`src/rtl/dma_pkg.sv`:
```
// Shared DMA types: descriptor, engine status/error records and scheduler states.
package dma_pkg;

    localparam int unsigned DMA_ADDR_W = 32;
    localparam int unsigned DMA_LEN_W  = 16;

    typedef enum logic [1:0] {
        ERR_SRC_NONE = 2'd0,
        ERR_SRC_RD   = 2'd1,
        ERR_SRC_WR   = 2'd2
    } e_dma_err_src_t;

    typedef struct packed {
        logic [DMA_ADDR_W-1:0] src_addr;
        logic [DMA_ADDR_W-1:0] dst_addr;
        logic [DMA_LEN_W-1:0]  num_bytes;
    } s_dma_desc_t;

    typedef struct packed {
        logic done;
        logic active;
        logic error;
    } s_dma_status_t;

    typedef struct packed {
        logic                  valid;
        e_dma_err_src_t        src;
        logic [DMA_ADDR_W-1:0] addr;
    } s_dma_error_t;

    typedef enum logic [1:0] {
        ARB     = 2'd0,
        LAUNCH  = 2'd1,
        RELEASE = 2'd2,
        RESP    = 2'd3
    } dma_sched_st_t;

endpackage

```
`src/rtl/dma_chan_sched_if.sv`:
```
// Requester-side bundle: per-channel descriptor handshake plus completion report.
interface dma_chan_sched_if
    import dma_pkg::*;
#(
    parameter int unsigned NUM_CH = 4
) ();

    logic        [NUM_CH-1:0] ch_req_valid_i;
    logic        [NUM_CH-1:0] ch_req_ready_o;
    s_dma_desc_t [NUM_CH-1:0] ch_desc_i;
    logic        [NUM_CH-1:0] ch_done_o;
    s_dma_error_t             ch_err_o;

    // Requesters drive descriptors and observe accept/completion.
    modport master (
        output ch_req_valid_i,
        output ch_desc_i,
        input  ch_req_ready_o,
        input  ch_done_o,
        input  ch_err_o
    );

    // Scheduler accepts descriptors and reports completion.
    modport slave (
        input  ch_req_valid_i,
        input  ch_desc_i,
        output ch_req_ready_o,
        output ch_done_o,
        output ch_err_o
    );

endinterface

```
`src/rtl/dma_rr_arbiter.sv`:
```
// Combinational round-robin pick: first requester at or above i_ptr, wrapping.
module dma_rr_arbiter #(
    parameter  int unsigned NUM_CH = 4,
    localparam int unsigned CH_W   = $clog2(NUM_CH)
) (
    input  logic [NUM_CH-1:0] i_req,
    input  logic [CH_W-1:0]   i_ptr,
    output logic [NUM_CH-1:0] o_grant,
    output logic [CH_W-1:0]   o_idx,
    output logic              o_any
);

    localparam int unsigned CW1 = CH_W + 1;

    logic [CW1-1:0] w_cand;
    logic           w_found;

    // Scan NUM_CH slots starting at the pointer; the first hit wins.
    always_comb begin
        o_grant = '0;
        o_idx   = '0;
        w_found = 1'b0;
        w_cand  = '0;
        for (int unsigned off = 0; off < NUM_CH; off++) begin
            w_cand = {1'b0, i_ptr} + CW1'(off);
            if (w_cand >= CW1'(NUM_CH)) begin
                w_cand = w_cand - CW1'(NUM_CH);
            end
            if (!w_found && i_req[w_cand[CH_W-1:0]]) begin
                w_found = 1'b1;
                o_idx   = w_cand[CH_W-1:0];
            end
        end
        if (w_found) begin
            o_grant[o_idx] = 1'b1;
        end
    end

    assign o_any = |i_req;

endmodule

```
`src/rtl/dma_chan_sched.sv`:
```
// Round-robin front end that serialises channel descriptors onto one DMA engine.
module dma_chan_sched
    import dma_pkg::*;
#(
    parameter  int unsigned NUM_CH = 4,
    localparam int unsigned CH_W   = $clog2(NUM_CH)
) (
    input  logic            clk,
    input  logic            rst,
    dma_chan_sched_if.slave ch_if,
    output logic            busy_o,
    output logic [CH_W-1:0] grant_id_o,
    output logic            dma_go_o,
    output s_dma_desc_t     dma_desc_o,
    input  s_dma_status_t   dma_stats_i,
    input  s_dma_error_t    dma_error_i
);

    dma_sched_st_t     r_state;
    logic [CH_W-1:0]   r_rr_ptr;
    logic              r_err_seen;
    s_dma_error_t      r_err_rec;
    logic [NUM_CH-1:0] r_done;
    logic              r_busy;
    logic [CH_W-1:0]   r_grant;
    logic              r_go;
    s_dma_desc_t       r_desc;

    logic [NUM_CH-1:0] w_grant;
    logic [CH_W-1:0]   w_idx;
    logic              w_any;
    logic [CH_W-1:0]   w_next_ptr;
    s_dma_desc_t       w_sel_desc;
    logic [NUM_CH-1:0] w_owner_oh;

    dma_rr_arbiter #(
        .NUM_CH (NUM_CH)
    ) u_arb (
        .i_req   (ch_if.ch_req_valid_i),
        .i_ptr   (r_rr_ptr),
        .o_grant (w_grant),
        .o_idx   (w_idx),
        .o_any   (w_any)
    );

    assign w_sel_desc = ch_if.ch_desc_i[w_idx];
    assign w_next_ptr = (w_idx == CH_W'(NUM_CH - 1)) ? '0 : w_idx + CH_W'(1);
    assign w_owner_oh = NUM_CH'(1) << r_grant;

    // Accept is same-cycle; held off during reset so no handshake is lost.
    assign ch_if.ch_req_ready_o = (r_state == ARB && !rst) ? w_grant : '0;
    assign ch_if.ch_done_o      = r_done;
    assign ch_if.ch_err_o       = r_err_rec;

    assign busy_o     = r_busy;
    assign grant_id_o = r_grant;
    assign dma_go_o   = r_go;
    assign dma_desc_o = r_desc;

    // Job sequencer: arbitrate, launch engine, wait for it to idle, report.
    always_ff @(posedge clk) begin
        if (rst) begin
            r_state    <= ARB;
            r_rr_ptr   <= '0;
            r_err_seen <= 1'b0;
            r_err_rec  <= '0;
            r_done     <= '0;
            r_busy     <= 1'b0;
            r_grant    <= '0;
            r_go       <= 1'b0;
            r_desc     <= '0;
        end else begin
            r_done <= '0;
            case (r_state)
                ARB: begin
                    if (w_any) begin
                        r_grant    <= w_idx;
                        r_desc     <= w_sel_desc;
                        r_rr_ptr   <= w_next_ptr;
                        r_busy     <= 1'b1;
                        r_err_rec  <= '0;
                        r_err_seen <= 1'b0;
                        if (w_sel_desc.num_bytes == '0) begin
                            r_state <= RESP;
                            r_done  <= w_grant;
                        end else begin
                            r_state <= LAUNCH;
                            r_go    <= 1'b1;
                        end
                    end
                end
                LAUNCH: begin
                    if (dma_stats_i.error) begin
                        r_err_seen <= 1'b1;
                    end
                    // The engine error record is sticky; only trust it if this job pulsed error.
                    if (dma_stats_i.done) begin
                        r_err_rec <= (r_err_seen || dma_stats_i.error) ? dma_error_i : '0;
                        r_go      <= 1'b0;
                        r_state   <= RELEASE;
                    end
                end
                RELEASE: begin
                    if (!dma_stats_i.done && !dma_stats_i.active) begin
                        r_state <= RESP;
                        r_done  <= w_owner_oh;
                    end
                end
                RESP: begin
                    r_err_seen <= 1'b0;
                    r_busy     <= 1'b0;
                    r_state    <= ARB;
                end
                default: begin
                    r_state <= ARB;
                end
            endcase
        end
    end

    // A requester must hold valid until it is accepted.
    for (genvar g = 0; g < NUM_CH; g++) begin : g_hold
        a_valid_hold : assert property (
            @(posedge clk) disable iff (rst)
            (ch_if.ch_req_valid_i[g] && !ch_if.ch_req_ready_o[g]) |=> ch_if.ch_req_valid_i[g]
        );
    end

endmodule

```
`src/flat_wrapper.sv`:
```
// flat-port wrapper written by rule: the top's interface ports become plain ports
module dma_chan_sched_flat import dma_pkg::*;
#(
    parameter  int unsigned NUM_CH = 4,
    localparam int unsigned CH_W   = $clog2(NUM_CH)
)
  (clk, rst, busy_o, grant_id_o, dma_go_o, dma_desc_o, dma_stats_i, dma_error_i, ch_if_ch_req_valid_i, ch_if_ch_desc_i, ch_if_ch_req_ready_o, ch_if_ch_done_o, ch_if_ch_err_o);
  dma_chan_sched_if #(.NUM_CH(NUM_CH)) ch_if_i ();
  input  logic clk;
  input  logic rst;
  output logic busy_o;
  output logic [CH_W-1:0] grant_id_o;
  output logic dma_go_o;
  output s_dma_desc_t dma_desc_o;
  input  s_dma_status_t dma_stats_i;
  input  s_dma_error_t dma_error_i;
  input wire logic [$bits(ch_if_i.ch_req_valid_i)-1:0] ch_if_ch_req_valid_i;
  input wire logic [$bits(ch_if_i.ch_desc_i)-1:0] ch_if_ch_desc_i;
  output wire logic [$bits(ch_if_i.ch_req_ready_o)-1:0] ch_if_ch_req_ready_o;
  output wire logic [$bits(ch_if_i.ch_done_o)-1:0] ch_if_ch_done_o;
  output wire logic [$bits(ch_if_i.ch_err_o)-1:0] ch_if_ch_err_o;
  assign ch_if_i.ch_req_valid_i = ch_if_ch_req_valid_i;
  assign ch_if_i.ch_desc_i = ch_if_ch_desc_i;
  assign ch_if_ch_req_ready_o = ch_if_i.ch_req_ready_o;
  assign ch_if_ch_done_o = ch_if_i.ch_done_o;
  assign ch_if_ch_err_o = ch_if_i.ch_err_o;
  dma_chan_sched #(.NUM_CH(NUM_CH)) u_core (.clk(clk), .rst(rst), .ch_if(ch_if_i), .busy_o(busy_o), .grant_id_o(grant_id_o), .dma_go_o(dma_go_o), .dma_desc_o(dma_desc_o), .dma_stats_i(dma_stats_i), .dma_error_i(dma_error_i));
endmodule
```
`config.mk`:
```
export PLATFORM = sky130hd
export DESIGN_NAME = dma_chan_sched_flat
export DESIGN_NICKNAME = d
export VERILOG_FILES = /design/src/rtl/dma_pkg.sv /design/src/rtl/dma_chan_sched_if.sv /design/src/rtl/dma_rr_arbiter.sv /design/src/rtl/dma_chan_sched.sv /design/src/flat_wrapper.sv
export SDC_FILE = /design/constraint.sdc
export NUM_CORES = 1
export LEC_CHECK = 0
export CAP_MARGIN = 20
export CORE_AREA = 2 2 191 193
export CTS_BUF_LIST = sky130_fd_sc_hd__clkbuf_4 sky130_fd_sc_hd__clkbuf_8
export CTS_CLUSTER_SIZE = 10
export DETAILED_ROUTE_END_ITERATION = 8
export DIE_AREA = 0 0 193 195
export PLACE_DENSITY = 0.54
export SLEW_MARGIN = 20
export SYNTH_ARGS = -nofsm -noshare
export SYNTH_HDL_FRONTEND = slang
export SYNTH_SLANG_ARGS = --single-unit
```
`constraint.sdc`:
```
create_clock -name clk -period 6.8 [get_ports clk]
set_input_delay 1.36 -clock clk [delete_from_list [all_inputs] [get_ports clk]]
set_output_delay 1.36 -clock clk [all_outputs]
set_load 0.005 [all_outputs]
```
==> results.toml <==
[cts]
clock-sinks = 128
tritoncts = "built"
h-tree-depth = 4
postCtsSetupRepairBufs = 0
cts_hold_buf = 0
clk_path_buf_depth = 2
cts_inserted_buffers = 17
clk_pin_slew_ns = 0.09
cts-root-buf = "clkbuf_8"
clkLatencyLatePin_ns = 0.46
ctsResizeCount = 0

[logic_synthesis]
synthesis.nets = 1552
yosysWarningCount = 0
yosys.area_share.simple_pct = 42.6
ys_seq_area_share_pct = 33.3
synthTopCellsByArea = "dfxtp_1 (33%), nand2_1 (19%), nand3_1 (17%)"
yosysTopAreaCell = "dfxtp_1"
synth_compound_area_share_pct = 14.2
synth_edf_count = 0
synthXorXnorAreaFrac_pct = 0
synth_top_family_by_area = "simple AND/OR/NAND/NOR gates"
async_reset_ff_share_pct = 0
muxShareOfSynthArea_pct = 2.08
synthCells = 1180
avgSynthCellArea_sq_um = 6.52
synth_fa_ha_area_share_pct = 1.30
synth_top_area_share_pct = 33.3
netlist_area_sq_um = 7690
synth.ff_latch_count = 128
synth_flop_cell = "dfxtp_1"
synth_cell_types = 40

[drt]
drt-wirelength-per-cell_um = 18.2
drt_iter0_drc = 386
routed_wl_um = 37600
postRouteAntennaNets = 0
remaining_drc_errors = 0
dr.pass1.iters = 5
avgViaCountPerCell = 4.73
vias = 9781

[global_route]
track_usage_pct = 19.2
grt_max_degree = 90
grt_pass1_vias = 9537
gr-total-overflow = 0
grt_pass1_wl_um = 55300
antenna_found_initial = 0

[worst_hold_path]
hold_class = "flip-flop to flip-flop"

[finish]
post-route-util_pct = 37.6
fillCellCount = 3808
syn_to_final_growth_pct = 72.8
insertedDiodeCount = 0
drive_gt1_share_pct = 5.04
final_cells = 2068
fin_nets = 1966

[die]
core_area_sq_um = 35400
dieArea_sq_um = 37600
die_y_um = 195
initial_utilization_pct = 21.7
num_rows = 69
die-width_um = 193
num_io_pins = 491

[worst_setup_path]
crit_path_start_kind = "input port"
worst-setup-path-type = "input port to output port"
r2r.worst_path.cells = 10
path_cells = "clkdlybuf4s50_1, nor2b_1, buf_4, a211o_1, nand2_2, clkinv_2, ha_1, and2_1, clkdlybuf4s50_1"
endpoint_kind = "output port"
cp-endpoint = "ch_if_ch_req_ready_o[3]"
reg2reg_to = "u_core.r_state[1]$_SDFFE_PP0P_"
r2r-start = "u_core.r_rr_ptr[0]$_SDFFE_PP0P_"
path_max_fanout = 31
crit_top_cell = "clkdlybuf4s50_1"
critPathRequiredTime_ns = 5.44
critPathMaxStageDelay_ns = 0.52
arrival_ns = 4.49
critPathSlowestCell = "a211o_1"
reg2reg_slack_ns = 3.10
crit_start = "ch_if_ch_req_valid_i[2]"

[run]
maxCapViolations = 0

[sta]
slew_headroom_pct = 38.9
grt_setup_unrepaired = "no"
max_freq_mhz = 171
drv_slew = 0
final_hold_viol_count = 0
fin_crit_sh_pct = 86.1
finClkSkew_ns = 0.0208
fin_setup_tns_ns = 0
worst_pin_slew_ns = 0.917
finalSetupViolCount = 0
period_minus_slack_ns = 5.85

[placement]
gp_congestion = 0.849
io_buffers = 490
dp.cells = 2036
dp_hpwl_um = 28400

[pwr]
p_leak_nw = 5.04
ir_drop_mv = 0.153
cellPowerDensity_nw_per_um2 = 362

[outcome]
status = "complete, no violations"
==> power by group <==
| part | switching, W | total, W | internal [W] |
|---|---|---|---|
| Clock | 0.000405 | 0.000684 | 0.000279 |
| Combinational | 0.00168 | 0.00296 | 0.00127 |
| Sequential | 0.000150 | 0.00117 | 0.00102 |
==> cell type report <==
type                            instances  area, sq um  area share (%)
Tap cell                              461          577            4.34
Multi-Input combinational cell        930         4660            35.0
Timing Repair Buffer                  509         5080            38.2
Clock buffer                           17          234            1.76
Inverter                                8         33.8           0.254
Clock inverter                         15          158            1.19
Sequential cell                       128         2560            19.3
==> state kept, by name, summed over array words and instances, names as in the netlist, 2 cells and up <==
register	flops
u_core.dma_desc_o	80
u_core.ch_if.ch_err_o	35
u_core.ch_if.ch_done_o	4
u_core.grant_id_o	2
u_core.r_rr_ptr	2
u_core.r_state	2
==> logic make-up (layout without fill, tap and decap cells) <==
family                     Yosys count  after routing
DFF                                128            128
adders and majority gates            8              8
and+or+nand+nor                    736            736
muxes                               16             16
buffers and inverters              122            549
AOI/OAI and AO/OA                  170            170
==> Yosys cell counts (8+ instances only) <==
master      n
nand3_1   257
nor3b_1    17
nor4_1     20
a21bo_2    16
clkbuf_1   92
a32oi_1    16
mux2i_1    16
and2_1      9
buf_1      11
dfxtp_1   128
nand2_1   386
nor2_1     28
ha_1        8
a21oi_1   106
a221oi_1   16
==> layout by cell type (no fill, tap or decap), types with 2 or more instances in the layout <==
| cell | count |
|---|---|
| mux2i_1 | 16 |
| nor2_2 | 2 |
| o21a_1 | 3 |
| clkbuf_8 | 17 |
| a32oi_1 | 16 |
| dfxtp_1 | 128 |
| ha_1 | 8 |
| o22ai_1 | 2 |
| and2_1 | 8 |
| a21oi_1 | 105 |
| nor2b_1 | 4 |
| nand2_1 | 385 |
| inv_1 | 6 |
| clkinv_4 | 2 |
| nor3_1 | 5 |
| buf_4 | 18 |
| o21ai_0 | 2 |
| nor3b_1 | 17 |
| inv_8 | 8 |
| a21bo_2 | 16 |
| nor2_1 | 26 |
| nand3_2 | 3 |
| clkdlybuf4s50_1 | 489 |
| nor4_1 | 20 |
| nand3_1 | 257 |
| a221oi_1 | 16 |
| inv_6 | 3 |
==> per-layer routing <==
| metal | up-vias | GRT usage, % | part of all wire (%) | wire length, um |
|---|---|---|---|---|
| met5 | - | 0 | 0 | 0 |
| met4 | 0 | 5.72 | 2.4 | 888 |
| met3 | 41 | 4.76 | 7.9 | 2980 |
| met2 | 369 | 33.9 | 50 | 18600 |
| met1 | 4500 | 22.7 | 40 | 15100 |
| li1 | 4871 | - | - | - |
==> through the flow <==
step | setup WS (ns) | total power [W] | hold slack [ns] | area [sq um]
final | 0.947 | 0.00481 | 0.454 | 13300
after global routing | 0.739 | 0.00522 | 0.473 | 13300
after CTS | 0.928 | 0.00490 | 0.458 | 13300
after detailed placement | 0.932 | 0.00420 | 0.445 | 12900
after global placement | 0.969 | 0.00415 | 0.438 | 12900
after floorplan | 2.18 | 0.00281 | 0.448 | 7690
==> worst min path at each step <==
stage                     slack [ns]                                endpoint  cells after the start                                   start
after detailed placement        0.45      u_core.dma_desc_o[75]$_SDFFE_PP0P_                      2      u_core.dma_desc_o[75]$_SDFFE_PP0P_
after global placement          0.44  u_core.ch_if.ch_err_o[12]$_SDFFE_PP0P_                      2  u_core.ch_if.ch_err_o[12]$_SDFFE_PP0P_
after floorplan                 0.45   u_core.ch_if.ch_err_o[0]$_SDFFE_PP0P_                      2   u_core.ch_if.ch_err_o[0]$_SDFFE_PP0P_
final                           0.45      u_core.dma_desc_o[75]$_SDFFE_PP0P_                      2      u_core.dma_desc_o[75]$_SDFFE_PP0P_
after CTS                       0.46      u_core.dma_desc_o[60]$_SDFFE_PP0P_                      2      u_core.dma_desc_o[60]$_SDFFE_PP0P_
after global routing            0.47      u_core.dma_desc_o[38]$_SDFFE_PP0P_                      2      u_core.dma_desc_o[38]$_SDFFE_PP0P_
==> worst max-delay path, delay by kind of cell <==
family	cells	cell delay, ns
buffers and inverters	4	1.60
AND/OR/NAND/NOR	3	0.58
AO/OA/AOI/OAI	1	0.52
adder cells (fa/ha/maj)	1	0.42
Power figures use the tool's default switching activity.
